==> src/rtl/pcie_rx_drain.sv <==
// pcie_rx_drain: round-robin drain of four lane FIFOs into one tagged valid/ready stream with per-lane counters.
// Optional destination check on captured words: PCIE_RX_ROUTE_CHECK_EN.
module pcie_rx_drain #(
    parameter int DATA_W = 10,
    parameter int CNT_W  = 5
) (
    input  logic              clk,
    input  logic              reset,
    input  logic              enable,
    input  logic [DATA_W-1:0] lane_data0,
    input  logic [DATA_W-1:0] lane_data1,
    input  logic [DATA_W-1:0] lane_data2,
    input  logic [DATA_W-1:0] lane_data3,
    input  logic              lane_empty0,
    input  logic              lane_empty1,
    input  logic              lane_empty2,
    input  logic              lane_empty3,
    output logic              pop0,
    output logic              pop1,
    output logic              pop2,
    output logic              pop3,
    output logic [DATA_W-1:0] data_out,
    output logic [1:0]        lane_out,
    output logic              valid_out,
    input  logic              ready_in,
    input  logic [1:0]        idx,
    input  logic              req,
    output logic [CNT_W-1:0]  counter_out,
    output logic              cnt_valid,
    output logic              idle,
    output logic              route_err
);
    typedef enum logic [1:0] {IDLE, FETCH, HOLD} state_t;

    logic [DATA_W-1:0] lane_data [4];
    logic [DATA_W+1:0] buf_q [2];
    logic [CNT_W-1:0]  cnt [4];
    logic [3:0]        empty, pops;
    logic [1:0]        rr_ptr, tag, sel, count;
    logic              rd_ptr, wr_ptr, inflight, deq, enq, can_issue, issue, route_ok;
    state_t            state;

    assign lane_data[0] = lane_data0;
    assign lane_data[1] = lane_data1;
    assign lane_data[2] = lane_data2;
    assign lane_data[3] = lane_data3;
    assign empty = {lane_empty3, lane_empty2, lane_empty1, lane_empty0};

    assign valid_out = count != 2'd0;
    assign {lane_out, data_out} = buf_q[rd_ptr];
    assign deq = valid_out & ready_in;
    // Words already owed to the buffer (stored + in flight) must leave room after this cycle's dequeue.
    assign can_issue = enable && ({1'b0, count} + {2'b0, inflight}) < (3'd2 + {2'b0, deq});
    assign issue = can_issue & ~&empty;
    assign pops = (issue & reset) ? 4'b0001 << sel : 4'b0000;
    assign {pop3, pop2, pop1, pop0} = pops;

    always_comb begin
        sel = rr_ptr;
        for (int k = 3; k >= 0; k--)
            if (!empty[rr_ptr + 2'(k)]) sel = rr_ptr + 2'(k);
    end

`ifdef PCIE_RX_ROUTE_CHECK_EN
    assign route_ok = lane_data[tag][DATA_W-1:DATA_W-2] == tag;
`else
    assign route_ok = 1'b1;
    assign route_err = 1'b0;
`endif
    assign enq = inflight & route_ok;

    assign state = inflight ? FETCH : (count != 2'd0 ? HOLD : IDLE);
    assign idle = (state == IDLE) & (&empty) & enable;

    always_ff @(posedge clk or negedge reset) begin
        if (!reset) begin
            rr_ptr      <= '0;
            tag         <= '0;
            inflight    <= 1'b0;
            count       <= '0;
            rd_ptr      <= 1'b0;
            wr_ptr      <= 1'b0;
            counter_out <= '0;
            cnt_valid   <= 1'b0;
            for (int i = 0; i < 2; i++) buf_q[i] <= '0;
            for (int i = 0; i < 4; i++) cnt[i] <= '0;
`ifdef PCIE_RX_ROUTE_CHECK_EN
            route_err   <= 1'b0;
`endif
        end else begin
            inflight <= issue;
            if (issue) begin
                rr_ptr <= sel + 2'd1;
                tag    <= sel;
            end
            if (enq) begin
                buf_q[wr_ptr] <= {tag, lane_data[tag]};
                wr_ptr        <= ~wr_ptr;
            end
            if (deq) begin
                rd_ptr        <= ~rd_ptr;
                cnt[lane_out] <= cnt[lane_out] + 1'b1;
            end
            count     <= count + {1'b0, enq} - {1'b0, deq};
            cnt_valid <= req;
            if (req) counter_out <= cnt[idx];
`ifdef PCIE_RX_ROUTE_CHECK_EN
            if (inflight & ~route_ok) route_err <= 1'b1;
`endif
        end
    end
endmodule
==> config.mk <==
export PLATFORM = sky130hd
export DESIGN_NAME = pcie_rx_drain
export DESIGN_NICKNAME = d
export VERILOG_FILES = /design/src/rtl/pcie_rx_drain.sv
export SDC_FILE = /design/constraint.sdc
export NUM_CORES = 1
export LEC_CHECK = 0
export CAP_MARGIN = 20
export CELL_PAD_IN_SITES_DETAIL_PLACEMENT = 1
export CELL_PAD_IN_SITES_GLOBAL_PLACEMENT = 1
export CORE_MARGIN = 10
export CORE_UTILIZATION = 35
export CTS_BUF_LIST = sky130_fd_sc_hd__clkbuf_4
export DETAILED_ROUTE_END_ITERATION = 10
export PLACE_DENSITY = 0.84
export SYNTH_ARGS = -nofsm -noshare
export SYNTH_HDL_FRONTEND = slang
export SYNTH_SLANG_ARGS = --single-unit
==> constraint.sdc <==
create_clock -name clk -period 2.7 [get_ports clk]
set_input_delay 0.54 -clock clk [delete_from_list [all_inputs] [get_ports clk]]
set_output_delay 0.54 -clock clk [all_outputs]
set_load 0.02 [all_outputs]
======== Word-level counts from Yosys, hierarchy flattened ========
Index checks and enable logic that the tools add are counted.
word-level totals
  register bits ........................... 59
  input bits .............................. 51
  output and inout port bits .............. 25
  word-level logic and storage cells ...... 88
cells by class
  $add $sub $neg .......................... 9
  order comparisons ....................... 12
  shift operators ......................... 1
  multiplexer cells ....................... 33
  bitwise operators ....................... 12
  reduce and logical (&&, ||, !) cells .... 7
operators with widths
  operator               count
  $mux W12               4
  $mux W5                5
  $bwmux W24             1
  $bmux W10 S2           1
  $bmux W5 S2            2
  $bwmux W20             1
  $mux W10               2
  $demux W12 S1          1
  $lt A2 B3 Y1 const B   4
  $mux W2                6
  $demux W5 S2           1
  $ge A3 B3 Y1 const B   3
  $not A2 Y3             3
  $bmux W1 S2            4
  $add A5 B1 Y5 const B  1
  $and A1 B1 Y1          5
  $add A2 B1 Y2 const B  2
  $add A2 B2 Y2 const B  2
  $ge A2 B2 Y1 const B   2
  $mux W1                4
  $mux W4                1
  $not A1 Y2             2
  $reduce_and A4 Y1      1
  $shl A1 B2 Y4 const A  1
  12 further kinds       15

======== Depth between registers and ports, before layout ========
Gate-level depths: netlist of the first run.
  depth in word-level cells ............... 10
  mapped depth ............................ 9
  depth with buffers taken out ............ 9

======== Least setup slack after synthesis of the first run ========
No wires, ideal clock.
  kind .................................... input to output
  start point ............................. input port lane_empty2
  end point ............................... output port pop2
  arrival ................................. 1.606 ns
  data required time ...................... 2.160 ns
  path slack .............................. 0.554 ns
  cell stages on the path ................. 6
  cells stage by stage .................... inv_1 > a211o_1 > a32oi_1 > inv_1 > ha_1 > and3_1
on the way
  cells in the longest elaborated chain, start to end .. 8
  elaborated cells between the ends (all ways) .. 18
RTL lines
  what                           RTL line  RTL
  from (decl)                    16        input logic lane_empty2,
  $bmux W1 S2                    61        if (!empty[rr_ptr + 2'(k)]) sel = rr_ptr + 2'(k);
  $mux W1 (not written as such)  61
  $mux W2 (3 in series)          61
  $mux W2 *                      61
  via sel[0]                     39        logic [1:0] rr_ptr, tag, sel, count;
  $shl A1 B2 Y4 *                55        assign pops = (issue & reset) ? 4'b0001 << sel : 4'b0000;
  $mux W4 *                      55
  to (decl)                      20        output logic pop2,
The timed path passes the listed nets; every way through them passes the cells marked *. The select of a mux whose other input is x is not followed.

======== Worst setup path in the final report of the first run ========
  start point ............................. register rd_ptr
  end point ............................... output port data_out[7]
on the way
  cells in the longest elaborated chain, start to end .. 4
RTL lines
  what                                          RTL line  RTL
  from (decl)                                   40        logic rd_ptr, wr_ptr, inflight, deq, enq, can_issue, issue, route_ok;
  from (signal assigned)                        101       rd_ptr <= ~rd_ptr;
  $not A1 Y2 (not written as such)              50        assign {lane_out, data_out} = buf_q[rd_ptr];
  $mux W12 (not written as such) (3 in series)  50
  to (decl)                                     22        output logic [DATA_W-1:0] data_out,
No other way between the ends. The select of a mux whose other input is x is not followed.

==> results of run 1 <==
final cells by class:
class                           instances  area (um^2)  share of cell area
Timing Repair Buffer                   88          821               0.195
Clock inverter                          6          104              0.0247
Multi-Input combinational cell        150         1550               0.369
Antenna cell                            1         2.50            0.000595
Tap cell                              108          135              0.0322
Clock buffer                           10         75.1              0.0179
Sequential cell                        59         1480               0.352
Inverter                                9         36.3             0.00863
cell usage after synthesis (2+ instances only):
cell type,instances,area share
dfrtp_1,59,0.48
mux2_2,42,0.15
mux4_2,15,0.11
nand2_1,14,0.017
xnor2_1,13,0.037
ha_1,9,0.036
nand4_1,9,0.018
inv_1,7,0.0085
xor2_1,7,0.020
and3_1,6,0.012
mux2_1,5,0.018
nor2_1,5,0.0061
nor3_2,4,0.013
buf_2,3,0.0049
clkbuf_1,3,0.0036
o21ai_0,3,0.0049
a31oi_1,2,0.0040
and2_1,2,0.0040
mux2i_4,2,0.015
kinds of logic after synthesis:
logic type | count (synthesis)
flops | 59
buf+inv | 17
xor+xnor | 20
mux | 64
fa+ha+maj | 9
other cells | 1
compound gates | 11
simple gates | 45
what timing repair did:
item | 4_1_cts | 5_1_grt
setup buffers | 0 | 1
setup endpoints to repair | 5 | 5
gates resized for setup | 23 | 5
cloned | 0 | 0
pin swaps | 2 | 2
worst max-delay path: stages (launching register included):
cell,delay (ns)
dfrtp_1,0.51
buf_4,0.23
mux2_2,0.34
clkdlybuf4s50_1,0.56
how the worst max path moves through the flow:
stage,depth (start not counted),slack (ns),end,start
final,3,0.12,data_out[7],rd_ptr$_DFFE_PN0P_
after floorplan,6,0.55,pop2,lane_empty2
after CTS,8,0.01,pop2,lane_empty1
after global placement,8,-0.47,pop1,lane_empty0
after global routing,3,0.02,data_out[3],rd_ptr$_DFFE_PN0P_
after detailed placement,8,-0.64,pop1,lane_empty0
per-stage QoR:
stage / instance area (um^2) / hold slack [ns] / worst slack [ns] / setup TNS (ns)
CTS: 4200 / 0.399 / 0.0141 / 0
global placement: 4020 / 0.457 / -0.468 / -1.82
finish: 4200 / 0.374 / 0.124 / 0
detailed placement: 4020 / 0.481 / -0.642 / -2.57
floorplan: 3090 / 0.244 / 0.554 / 0
global route: 4200 / 0.423 / 0.0191 / 0
metal layers:
metal  global-route usage  part of all wire
met2                0.223              0.53
met3               0.0336             0.058
met4               0.0576             0.019
met1                0.133              0.39
met5                    0                 0
registers in the layout, summed over array words and instances, names as in the netlist:
signal,cells
buf_q,24
cnt,20
wr_ptr,1
enq,1
counter_out,5
cnt_valid,1
rd_ptr,1
tag,2
rr_ptr,2
count,2
power by group through the flow:
stage	logic (mW)	registers (mW)	clock network (mW)
finish	2.48	1.76	0.790
global route	2.70	1.84	0.855
CTS	2.52	1.77	0.812
detailed placement	2.50	1.79	0
global placement	2.42	1.75	0
floorplan	1.66	1.64	0
==> impl_metrics.yaml, run 1 <==
status:
  status: "finished clean"
detailed_routing:
  dr.pass1.iters: 4
  drtAntennaViolNets: 0
  drt_wl_total_mm: 7.86
  num_vias: 2218
  wl_per_cell_um: 18.2
  drt_iter0_markers: 62
  vias_per_cell: 5.15
  drcViolationCount: 0
clock_tree:
  cts_tree: "yes"
  ctsHoldBuffers: 0
  htree_num_levels: 3
  clock-root-buffer: "clkbuf_4"
  clock_latency_ns: 0.41
  cts_buffers: 9
  clk_path_buf_depth: 2
  clk_pin_slew_ns: 0.10
  clock_sinks: 59
grt:
  grt_pass1_wl_mm: 12.9
  overflow: 0
  antenna_found_initial: 0
  grt_use_total: 0.125
  grt_max_degree: 60
  grt_pass1_vias: 2557
final_layout:
  layout_common_cells: "64 x clkdlybuf4s50_1, 58 x dfrtp_1, 42 x mux2_2"
  fin_cells: 431
  utilization: 0.484
  area.growth.synth_to_final_pct: 35.9
  layout-drive-gt1-share: 0.326
  layout_commonest_cell: "clkdlybuf4s50_1"
  nets: 377
  nFillCells: 923
floorplan:
  initial_core_util: 0.356
  core_area_um2: 8680
  row_count: 34
  dieArea_um2: 13000
  die_y_um: 114
  boundaryPins: 76
  die_x_um: 114
setup_path:
  r2r_setup_slack_ns: 0.50
  required_ns: 2.16
  worstSetupStartpointType: "flop"
  r2r_end: "cnt[19]$_DFFE_PN0P_"
  arrival_ns: 2.04
  ff2ff_path_depth: 9
  worstSetupPathType: "flop to primary output"
  r2r-start: "rd_ptr$_DFFE_PN0P_"
  setup.worst_path.end_class: "primary output"
  crit_fanout: 6
logic_synthesis:
  synth.distinct_cells: 35
  synth_seq_cells: 59
  synth_top_family_by_area: "multiplexers"
  netlist_instances: 226
  synthAdderAreaFrac: 0.0364
  synth_edf_count: 0
  synth_sequential_area_ratio: 0.478
  synthMuxAreaShare: 0.295
  syn_area_um2: 3090
  yosysWarnings: 0
  syn_nets: 286
  async_flop_share: 1.00
  synthFlopType: "dfrtp_1"
  syn_area_per_cell_um2: 13.7
  yosys.area_share.simple: 0.0826
  synth-compound-area-share: 0.0267
  yosys.area_share.xor_xnor: 0.0567
pwr:
  powerDensity_nw_per_um2: 1200
  clockPowerShare: 0.157
  power_mw: 5.03
  pwr-share-seq: 0.349
  power.net_switching_mw: 1.87
  p_sw_frac: 0.371
  p_comb_frac: 0.493
  leakagePower_nw: 1.80
  internal-power_mw: 3.17
  vdd_drop_max_uv: 375
worst_hold_path:
  hold_class: "input port to asynchronous set/reset pin"
sta:
  hold_viol_final: 0
  rsz0062_at_grt: "false"
  slew_viol_final: 0
  min_period_over_period: 0.954
  skew_ns: 0.0192
  max_freq_mhz: 388
  slew_headroom: 0.489
  setup_viol: 0
  worst_slew_pin_slew_ns: 0.766
  fin_crit_ns: 2.58
placement:
  dp_cells: 413
  gp_congestion: 0.811
  port_buffers: 74
  hpwl_mm: 6.18
flow_run:
  maxCapViolations: 0
No activity file was read; power rests on OpenSTA's default activity.
==> inputs of run 2 (changes only) <==
Settings changed: CTS_CLUSTER_DIAMETER set to 120.
==> results of run 2 <==
Final layout, timing and power as in run 1 (identical DEF).
